<file path="config.mk">
export PLATFORM = sky130hd
export DESIGN_NAME = fft_frame_ctrl
export DESIGN_NICKNAME = d
export VERILOG_FILES = /design/src/rtl/fft_ctrl_pkg.sv /design/src/rtl/fft_ctrl_watchdog.sv /design/src/rtl/fft_frame_ctrl.sv
export SDC_FILE = /design/constraint.sdc
export NUM_CORES = 1
export LEC_CHECK = 0
export BUFFER_PORTS_ARGS = -buffer_cell sky130_fd_sc_hd__clkbuf_2
export CAP_MARGIN = 20
export CORE_AREA = 3 3 87 89
export DETAILED_ROUTE_END_ITERATION = 12
export DIE_AREA = 0 0 90 92
export HOLD_SLACK_MARGIN = 0.12
export PLACE_DENSITY = 0.83
export SLEW_MARGIN = 20
export SYNTH_ARGS = -nofsm -noshare
export SYNTH_HDL_FRONTEND = slang
export SYNTH_SLANG_ARGS = --single-unit
</file>
<file path="constraint.sdc">
create_clock -name clk -period 2.8 [get_ports clk]
set_input_delay 0.28 -clock clk [delete_from_list [all_inputs] [get_ports clk]]
set_output_delay 0.28 -clock clk [all_outputs]
set_load 0.01 [all_outputs]
</file>
<file path="src/rtl/fft_ctrl_pkg.sv">
// ============================================================================
// Module      : fft_ctrl_pkg
// Description : Shared types, FFT size constants and size sanitizer for the
//               FFT -> magnitude -> pitch-detect chain.
// Revision    : 1.0 - initial release
// ============================================================================
`default_nettype none

package fft_ctrl_pkg;

  typedef enum logic [1:0] {
    ST_IDLE = 2'd0,
    ST_FILL = 2'd1,
    ST_WAIT = 2'd2,
    ST_DONE = 2'd3
  } state_t;

  localparam logic [9:0] NPOINT_128     = 10'd128;
  localparam logic [9:0] NPOINT_256     = 10'd256;
  localparam logic [9:0] NPOINT_512     = 10'd512;
  localparam logic [9:0] NPOINT_DEFAULT = NPOINT_512;

  localparam int WDOG_W = 16;

  // Unsupported sizes fall back to the largest FFT so no samples are lost.
  function automatic logic [9:0] sanitize_npoint(input logic [9:0] req);
    case (req)
      NPOINT_128, NPOINT_256, NPOINT_512: return req;
      default:                            return NPOINT_DEFAULT;
    endcase
  endfunction

endpackage

`default_nettype wire

</file>
<file path="src/rtl/fft_ctrl_watchdog.sv">
// ============================================================================
// Module      : fft_ctrl_watchdog
// Description : 16-bit cycle counter that flags expiry after TIMEOUT_CYCLES
//               enabled cycles since the last clear.
// Revision    : 1.0 - initial release
// ============================================================================
`default_nettype none

module fft_ctrl_watchdog
  import fft_ctrl_pkg::*;
#(
  parameter int TIMEOUT_CYCLES = 65535
) (
  input  logic clk,
  input  logic resetn,
  input  logic clear_i,
  input  logic count_en_i,
  output logic expired_o
);

  localparam logic [WDOG_W-1:0] C_LIMIT = WDOG_W'(TIMEOUT_CYCLES - 1);

  logic [WDOG_W-1:0] count_q;

  always_ff @(posedge clk or negedge resetn) begin
    if (!resetn) begin
      count_q <= '0;
    end else if (clear_i) begin
      count_q <= '0;
    end else if (count_en_i && !expired_o) begin
      count_q <= count_q + 1'b1;
    end
  end

  assign expired_o = count_en_i && (count_q == C_LIMIT);

endmodule

`default_nettype wire

</file>
<file path="src/rtl/fft_frame_ctrl.sv">
// ============================================================================
// Module      : fft_frame_ctrl
// Description : Gates the ADC sample stream into FFT frames and waits for the
//               pitch result between frames. Optional watchdog on the wait is
//               built when FFT_FRAME_CTRL_WATCHDOG_EN is defined.
// Revision    : 1.0 - initial release
// ============================================================================
`default_nettype none

module fft_frame_ctrl
  import fft_ctrl_pkg::*;
#(
  parameter int TIMEOUT_CYCLES = 65535
) (
  input  logic        clk,
  input  logic        resetn,
  input  logic        enable,
  input  logic [9:0]  cfg_npoint,
  input  logic        s_valid,
  input  logic [15:0] s_data,
  output logic        fft_valid,
  output logic [15:0] fft_data,
  output logic        fft_last,
  output logic [9:0]  fft_npoint,
  input  logic        freq_valid,
  output logic        busy,
  output logic        frame_done,
  output logic        timeout_err,
  output logic [15:0] frame_count,
  output logic [15:0] drop_count
);

  if ((TIMEOUT_CYCLES < 1) || (TIMEOUT_CYCLES > 65535)) begin : g_cfg_check
    $error("fft_frame_ctrl: TIMEOUT_CYCLES out of range");
  end

  state_t      state_q;
  logic [9:0]  sample_cnt_q;
  logic [9:0]  npoint_q;
  logic        fft_valid_q;
  logic [15:0] fft_data_q;
  logic        fft_last_q;
  logic        busy_q;
  logic        frame_done_q;
  logic        timeout_err_q;
  logic [15:0] frame_count_q;
  logic [15:0] drop_count_q;

  logic w_last_sample;
  logic w_wdog_expired;

  assign w_last_sample = (state_q == ST_FILL) && s_valid
                      && (sample_cnt_q == (npoint_q - 10'd1));

`ifdef FFT_FRAME_CTRL_WATCHDOG_EN
  fft_ctrl_watchdog #(
    .TIMEOUT_CYCLES (TIMEOUT_CYCLES)
  ) u_watchdog (
    .clk        (clk),
    .resetn     (resetn),
    .clear_i    (w_last_sample),
    .count_en_i (state_q == ST_WAIT),
    .expired_o  (w_wdog_expired)
  );
`else
  assign w_wdog_expired = 1'b0;
`endif

  always_ff @(posedge clk or negedge resetn) begin
    if (!resetn) begin
      state_q       <= ST_IDLE;
      sample_cnt_q  <= '0;
      npoint_q      <= NPOINT_DEFAULT;
      fft_valid_q   <= 1'b0;
      fft_data_q    <= '0;
      fft_last_q    <= 1'b0;
      busy_q        <= 1'b0;
      frame_done_q  <= 1'b0;
      timeout_err_q <= 1'b0;
      frame_count_q <= '0;
      drop_count_q  <= '0;
    end else begin
      fft_valid_q  <= 1'b0;
      fft_last_q   <= 1'b0;
      frame_done_q <= 1'b0;
      case (state_q)
        ST_IDLE: begin
          // A sample coinciding with the start cycle is neither sent nor dropped.
          if (enable) begin
            npoint_q      <= sanitize_npoint(cfg_npoint);
            sample_cnt_q  <= '0;
            timeout_err_q <= 1'b0;
            busy_q        <= 1'b1;
            state_q       <= ST_FILL;
          end
        end
        ST_FILL: begin
          if (s_valid) begin
            fft_valid_q  <= 1'b1;
            fft_data_q   <= s_data;
            sample_cnt_q <= sample_cnt_q + 10'd1;
            if (w_last_sample) begin
              fft_last_q <= 1'b1;
              state_q    <= ST_WAIT;
            end
          end
        end
        ST_WAIT: begin
          if (s_valid && (drop_count_q != 16'hFFFF)) begin
            drop_count_q <= drop_count_q + 16'd1;
          end
          if (freq_valid) begin
            state_q <= ST_DONE;
          end else if (w_wdog_expired) begin
            timeout_err_q <= 1'b1;
            state_q       <= ST_DONE;
          end
        end
        ST_DONE: begin
          frame_done_q  <= 1'b1;
          frame_count_q <= frame_count_q + 16'd1;
          busy_q        <= 1'b0;
          state_q       <= ST_IDLE;
        end
        default: begin
          state_q <= ST_IDLE;
        end
      endcase
    end
  end

  assign fft_valid   = fft_valid_q;
  assign fft_data    = fft_data_q;
  assign fft_last    = fft_last_q;
  assign fft_npoint  = npoint_q;
  assign busy        = busy_q;
  assign frame_done  = frame_done_q;
  assign timeout_err = timeout_err_q;
  assign frame_count = frame_count_q;
  assign drop_count  = drop_count_q;

endmodule

`default_nettype wire

</file>
**After elaboration in Yosys (flattened, before gate mapping)**

Index checks and enable logic that the tools add are counted.

- Flip-flop bits (word level): 74
- Input port bits: 31
- Output and inout bits: 63
- Word-level logic and storage cells: 56

- $add $sub $neg: 4
- Equal/unequal tests: 12
- Multiplexer cells: 17
- Reductions and logical operators: 13

Operators with widths:

| kind | number |
|---|---|
| 16-bit by 1-bit adder with 16-bit output, second input constant | 2 |
| 10-bit 2-to-1 mux | 3 |
| 10-bit case mux with 2 select lines | 1 |
| 16-bit inequality test, second input constant | 1 |
| 10-bit by 1-bit adder with 10-bit output, second input constant | 1 |
| 10-bit == test | 1 |
| 10-bit == test, second input constant | 1 |
| 10-bit by 8-bit == test with 1-bit output, second input constant | 1 |
| 10-bit by 9-bit == test with 1-bit output, second input constant | 1 |
| 10-bit by 1-bit subtractor with 10-bit output, second input constant | 1 |
| 2-bit 2-to-1 mux | 4 |
| 2-bit inequality test, second input constant | 4 |
| 2-bit case mux with 4 select lines | 1 |
| 2-bit AND reduction | 4 |
| 1-bit 2-to-1 mux | 7 |
| 2-bit == test, second input constant | 2 |
| 4-bit AND reduction | 1 |
| 2-bit nonzero test | 2 |
| 1-bit logical AND | 3 |
| 3-bit AND reduction | 1 |
| 3-bit OR reduction | 1 |
| 2-bit by 1-bit == test with 1-bit output, second input constant | 1 |
| 2-bit logical NOT | 1 |
| 1-bit case mux with 2 select lines | 1 |

**Depth between registers and ports, before layout**

Gate-level depths: netlist of run 1.

- Word-level depth: 6
- Depth in mapped cells: 9
- Depth with buffers taken out: 8

**Least setup slack after synthesis of run 1**

Ideal clock, no wire load.

- Kind: reg-to-reg
- Start point: register npoint_q[0] (netlist: fft_npoint[0])
- End point: register state_q[1]
- Setup time: 126 ps
- Data arrival time: 2,186 ps
- Data required time: 2,674 ps
- Setup slack: 488 ps
- Cell stages (with the launch flop): 8
- Buffers on the path: 0
- Period minus slack after synthesis: 2,312 ps
- Path through: dfrtp_1 > inv_1 > ha_1 > xor2_1 > nand4_1 > or4_4 > o311a_1 > a311o_1

- Cells in the longest elaborated chain, start to end: 5

Ends and longest elaborated chain:

| element | RTL line | RTL |
|---|---|---|
| start, declared | fft_frame_ctrl.sv:39 | `logic [9:0] npoint_q;` |
| start signal, assigned | fft_frame_ctrl.sv:90 | `npoint_q <= sanitize_npoint(cfg_npoint);` |
| 10-bit by 1-bit subtractor with 10-bit output | fft_frame_ctrl.sv:53 | `&& (sample_cnt_q == (npoint_q - 10'd1));` |
| 10-bit == test | fft_frame_ctrl.sv:53 |  |
| 1-bit logical AND | fft_frame_ctrl.sv:53 |  |
| 2-bit inequality test (no source line) | n/a |  |
| 4-bit AND reduction (no source line) | n/a |  |
| end signal, assigned | fft_frame_ctrl.sv:71 | `state_q <= ST_IDLE;` |
| end signal, assigned | fft_frame_ctrl.sv:94 | `state_q <= ST_FILL;` |
| end signal, assigned | fft_frame_ctrl.sv:104 | `state_q <= ST_WAIT;` |
| end, declared | fft_frame_ctrl.sv:37 | `state_t state_q;` |

Every way passes these cells.
A chain may end at the register's enable or synchronous reset.

**Worst setup path in the final report of run 1**

- Start point: register state_q[1]
- End point: register sample_cnt_q[5]

- Cells in the longest elaborated chain, start to end: 3

Ends and longest elaborated chain:

| element | RTL line | RTL |
|---|---|---|
| 2-bit by 1-bit == test with 1-bit output or 2-bit logical NOT (tied branches) | fft_frame_ctrl.sv:86 | `case (state_q)` |
| 2-bit inequality test (no source line) or 2-bit nonzero test (tied branches) | n/a |  |
| 3-bit AND reduction (no source line) | n/a |  |
| end signal, assigned | fft_frame_ctrl.sv:101 | `sample_cnt_q <= sample_cnt_q + 10'd1;` |
| end, declared | fft_frame_ctrl.sv:38 | `logic [9:0] sample_cnt_q;` |

Several ways; a longest one is shown, not always the timed one.

==> impl_metrics.yaml, run 1 <==
status:
  status: "completed"
grt:
  globalRouteOverflowTotal: 0
  track_usage_pct: 18.8
  grt_pass1_wl_mm: 12.5
  antenna_found_initial: 0
  grt_pass1_vias: 2629
  grt_max_degree: 31
power:
  leakage_nw: 2.11
  ir_drop_mv: 0.393
  finalPower_w: 0.00335
  power_density_nw_per_um2: 781
detailed_routing:
  avgViaCountPerCell: 5.23
  via_count: 2729
  drt_iter0_markers: 83
  antenna_left: 0
  wl_per_cell_um: 14.0
  wl_mm: 7.29
  drt_pass1_iterations: 4
  drc: 0
layout:
  final_cells: 522
  n_antenna_cell: 0
  final_area_um2: 4290
  fillers: 601
  drive_gt1_share_pct: 32.6
  area_growth_pct: 22.6
  nets: 460
sta:
  skew_ns: 0.00893
  worst_slack_ns: 0.403
  maxSlewViolCount: 0
  fin_crit_ns: 2.40
  period_share_pct: 85.6
  finalHoldViolations: 0
  fmax_ghz: 0.417
  fin_setup_tns_ns: 0
  worst_slew_pin_slew_ns: 0.719
  setup_violations: 0
  rsz0062_at_grt: "false"
  relSlewSlack_pct: 51.6
synth:
  post-synth-top-count-cell: "dfrtp_1"
  ys_async_sr_fraction_pct: 100
  synthTopCellsByCount: "dfrtp_1, xnor2_1, nand2_1"
  synth_nets: 358
  synthesis.area_um2: 3500
  synth.area.top_cells: "dfrtp_1, xnor2_1, mux2_2, xor2_1, ha_1"
  netlist_instances: 319
  ys_seq_area_share_pct: 53.0
  netlist.area_leader.share_pct: 52.2
  synth_cell_type_count: 45
  yosys.area.top_type: "dfrtp_1"
  ys_seq_elements: 74
  synth_ff_type: "dfrtp_1"
  synth-edff-count: 0
  yosysWarnings: 0
  syn_area_per_cell_um2: 11.0
critical_path:
  crit_slowest_cell: "nor3b_1"
  worst-endpoint-arrival_ns: 2.66
  crit_path_max_incr_delay_ns: 0.45
  end_kind: "register"
  path_cells: "inv_1, ha_1, mux2i_1, nor3b_1, nand3_1, or3_1, a21oi_1"
  cp_num_buf_inv: 1
  cp_max_fo: 10
  crit_family: "simple AND/OR/NAND/NOR gates"
  crit_type: "register to register"
  crit_required_ns: 3.06
  start_kind: "register"
floorplan:
  die_h_um: 92
  dieArea_um2: 8280
  start_util_pct: 51.2
  die-width_um: 90
  fp.coreArea_um2: 6830
  io_pins: 94
  rows: 30
placed_design:
  dpl.cell_count: 505
  pre_cts_ws_ns: 0.409
  dp.final_hpwl_mm: 5.55
  gp_congestion: 0.830
  portBuffers: 92
  place_area_um2: 4070
clocking:
  htree_levels: 3
  insertion_delay_ns: 0.34
  clk_pin_slew_ns: 0.08
  ctsRootBufferMaster: "clkbuf_8"
  cts_buffer_depth: 2
  cts.sinks: 74
  cts_tree: "built"
  cts_buffers: 9
  cts_resized: 0
min_path:
  hold_path_class: "input pin to register"
flow_run:
  drv_cap: 0
[per-stage QoR]
stage / util [%] / hold WS (ns)
2_1_floorplan: - / -0.0156
3_3_place_gp: 59.6 / 0.256
3_5_place_dp: 59.6 / 0.271
4_1_cts: 62.8 / 0.131
5_1_grt: 62.8 / 0.132
6_report: 62.8 / 0.147
[where the power goes]
group	switching (W)	total (W)	internal, W
Sequential	0.000196	0.00150	0.00131
Clock	0.000415	0.000860	0.000445
Combinational	0.000511	0.000988	0.000477
[flip-flops by register name, indices dropped and copies added (netlist names)]
signal / flops
sample_cnt_q: 10
busy: 1
frame_count: 16
drop_count: 16
fft_valid: 1
frame_done: 1
fft_npoint: 10
fft_last: 1
fft_data: 16
state_q: 2
[layout by cell type, fill, tap and decap left out, types with 4 or more instances in the layout]
cell type  netlist  layout
xnor2_1         30      30
xor2_1          17      17
nor2_1          22      22
nand3_1         19      19
inv_1           14      14
nand2_1         23      23
ha_1             8       8
mux2_2          18      18
a22o_1           4       4
nand4_1         11      11
or3_1            4       4
o21ai_0          9       9
and3_1           5       5
clkbuf_8         0      10
nor3_1           5       5
a21oi_1         12      12
and2_1           5       5
dfrtp_1         73      73
buf_4            2       4
clkbuf_2         0      91
[repair_timing]
action,in CTS,in global routing
setup buffers,0,0
hold buffers,1,0
endpoints found under the hold margin,21,0
[path summary, 6_finish.rpt]
path                                         to  depth (start not counted)            start  slack, ns
worst max-delay path            sample_cnt_q[5]                          7       state_q[1]       0.40
worst min-delay path              fft_npoint[9]                          3    cfg_npoint[9]       0.15
worst max register to register  sample_cnt_q[5]                          7       state_q[1]       0.40
worst min register to register  frame_count[15]                          1  frame_count[15]       0.49
max in group asynchronous       sample_cnt_q[6]                          3           resetn       1.61
min in group asynchronous           fft_data[1]                          2           resetn       0.43
[cell type report]
class,count,area [um^2],share of cell area (%)
Sequential cell,74,1850,43.2
Multi-Input combinational cell,225,1550,36.2
Timing Repair Buffer,97,500,11.7
Clock buffer,10,138,3.21
Tap cell,96,120,2.80
Clock inverter,6,72.6,1.69
Inverter,14,52.6,1.22
[worst register-to-register path: stages (launching register included)]
cell	delay, ns
dfrtp_1	0.42
inv_1	0.11
ha_1	0.35
mux2i_1	0.19
nor3b_1	0.45
nand3_1	0.29
or3_1	0.37
a21oi_1	0.14
[logic make-up (layout without fill, tap and decap cells)]
| logic type | count (synthesis) | after routing | synth area share (%) |
|---|---|---|---|
| compound gates | 35 | 35 | 6.29 |
| xor+xnor | 47 | 47 | 11.8 |
| fa+ha+maj | 8 | 8 | 2.86 |
| buf+inv | 20 | 127 | 2.61 |
| flops | 74 | 74 | 53.0 |
| mux | 20 | 20 | 6.37 |
| other cells | 1 | 1 | 0.107 |
| simple gates | 114 | 114 | 17.0 |
[routing by layer]
metal	share of wire, %	up-vias	track usage, %
li1	-	1309	-
met4	1.7	0	8.16
met3	5.5	13	4.68
met5	0	-	0
met1	43	1322	23.0
met2	50	85	31.5
No activity file was read; power rests on OpenSTA's default activity.
==> run 2, diff against run 1 <==
--- a/config.mk
+++ b/config.mk
@@ -12,6 +12,7 @@
 export DIE_AREA = 0 0 90 92
 export HOLD_SLACK_MARGIN = 0.12
 export PLACE_DENSITY = 0.83
+export RECOVER_POWER = 25
 export SLEW_MARGIN = 20
 export SYNTH_ARGS = -nofsm -noshare
 export SYNTH_HDL_FRONTEND = slang
==> impl_metrics.yaml, run 2 (synthesized netlist as in run 1, its figures left out) <==
status:
  status: "completed"
layout:
  nets: 460
  final_cells: 522
  final_cell_mix: "dfrtp_1, clkbuf_2, xnor2_1"
  final_area_um2: 4250
  drive_gt1_share_pct: 26.1
  n_antenna_cell: 0
  area_growth_pct: 21.5
  layout_commonest_cell: "dfrtp_1"
min_path:
  hold_path_class: "input pin to register"
floorplan:
  die_h_um: 92
  rows: 30
  fp.coreArea_um2: 6830
  dieArea_um2: 8280
  io_pins: 94
  start_util_pct: 51.2
  die-width_um: 90
sta:
  rsz0062_at_grt: "false"
  maxSlewViolCount: 0
  fin_setup_tns_ns: 0
  fmax_ghz: 0.414
  fin_crit_ns: 2.41
  relSlewSlack_pct: 23.0
  setup_violations: 0
  period_share_pct: 86.2
  finalHoldViolations: 0
  skew_ns: 0.00869
  worst_slew_pin_slew_ns: 1.15
critical_path:
  crit_required_ns: 3.06
  crit_type: "register to register"
  start_kind: "register"
  cp_max_fo: 10
  end_kind: "register"
  worst-endpoint-arrival_ns: 2.68
flow_run:
  drv_cap: 0
detailed_routing:
  route.met3.wl_um: 387
  via_count: 2722
  drc: 0
  avgViaCountPerCell: 5.21
  drt-met1-wl_mm: 3.13
  drt_pass1_iterations: 6
  wl_mm: 7.34
  dr_wl_met2_mm: 3.71
  wl_per_cell_um: 14.1
  routed.top_layer: "met4"
  antenna_left: 0
  drt_iter0_markers: 81
grt:
  grt_max_degree: 31
  track_usage_pct: 18.8
  grt_pass1_vias: 2629
  antenna_found_initial: 0
  grt_pass1_wl_mm: 12.5
  globalRouteOverflowTotal: 0
clocking:
  insertion_delay_ns: 0.34
  ctsRootBufferMaster: "clkbuf_8"
  cts_resized: 0
  cts_buffer_depth: 2
  clk_pin_slew_ns: 0.08
  cts_tree: "built"
  cts.sinks: 74
  cts_buffers: 9
  htree_levels: 3
placed_design:
  dpl.cell_count: 505
  gp_congestion: 0.830
  place_area_um2: 4070
  dp.final_hpwl_mm: 5.55
  portBuffers: 92
power:
  power_density_nw_per_um2: 778
  ir_drop_mv: 0.393
  leakage_nw: 2.02
-- run 2: path summary, 6_finish.rpt --
path | depth (start not counted) | slack (ns) | end | startpoint
worst max-delay path | 7 | 0.39 | sample_cnt_q[5] | state_q[1]
worst min-delay path | 3 | 0.15 | fft_npoint[9] | cfg_npoint[9]
worst max register to register | 7 | 0.39 | sample_cnt_q[5] | state_q[1]
worst min register to register | 1 | 0.49 | frame_count[11] | frame_count[11]
max in group asynchronous | 3 | 0.94 | fft_npoint[2] | resetn
min in group asynchronous | 2 | 0.68 | fft_data[1] | resetn
-- run 2: where the power goes --
| part | internal (W) | switching (W) | total (W) |
|---|---|---|---|
| logic | 0.000433 | 0.000512 | 0.000946 |
| clock network | 0.000445 | 0.000415 | 0.000861 |
| registers | 0.00131 | 0.000196 | 0.00150 |
| total | 0.00218 | 0.00112 | 0.00331 |
-- run 2: area by class of cell --
cell class	count	area, um^2
clock buffer	10	138
clock inverter	6	72.6
fill	614	2580
inverter	14	52.6
multi-input combinational	225	1550
sequential	74	1850
tap	96	120
timing repair buffer	97	460
-- run 2: critical path, stage by stage, from the launching register on --
cell and delay (ns):
dfrtp_1 0.42, inv_1 0.11, ha_1 0.35, mux2i_1 0.19, nor3b_1 0.46, nand3_1 0.29, or3_1 0.37, a21oi_1 0.14
-- run 2: stage by stage --
step / power [W] / worst slack (ns) / hold slack [ns] / util [%]
final: 0.00331 / 0.385 / 0.147 / 62.2
after CTS: 0.00339 / 0.395 / 0.131 / 62.8
after floorplan: 0.00212 / 0.488 / -0.0156 / -
after global routing: 0.00354 / 0.103 / 0.132 / 62.2
after detailed placement: 0.00253 / 0.409 / 0.271 / 59.6
after global placement: 0.00246 / 0.479 / 0.256 / 59.6
-- run 2: repair_timing --
item,in CTS,in global routing
hold buffers,1,0
endpoints found under the setup margin,0,0
setup buffers,0,0
endpoints found under the hold margin,21,0
-- run 2: layer usage --
metal	up-vias	GRT usage [%]
met4	0	8.16
met1	1314	23.0
met3	13	4.68
met2	84	31.5
met5	-	0
li1	1311	-
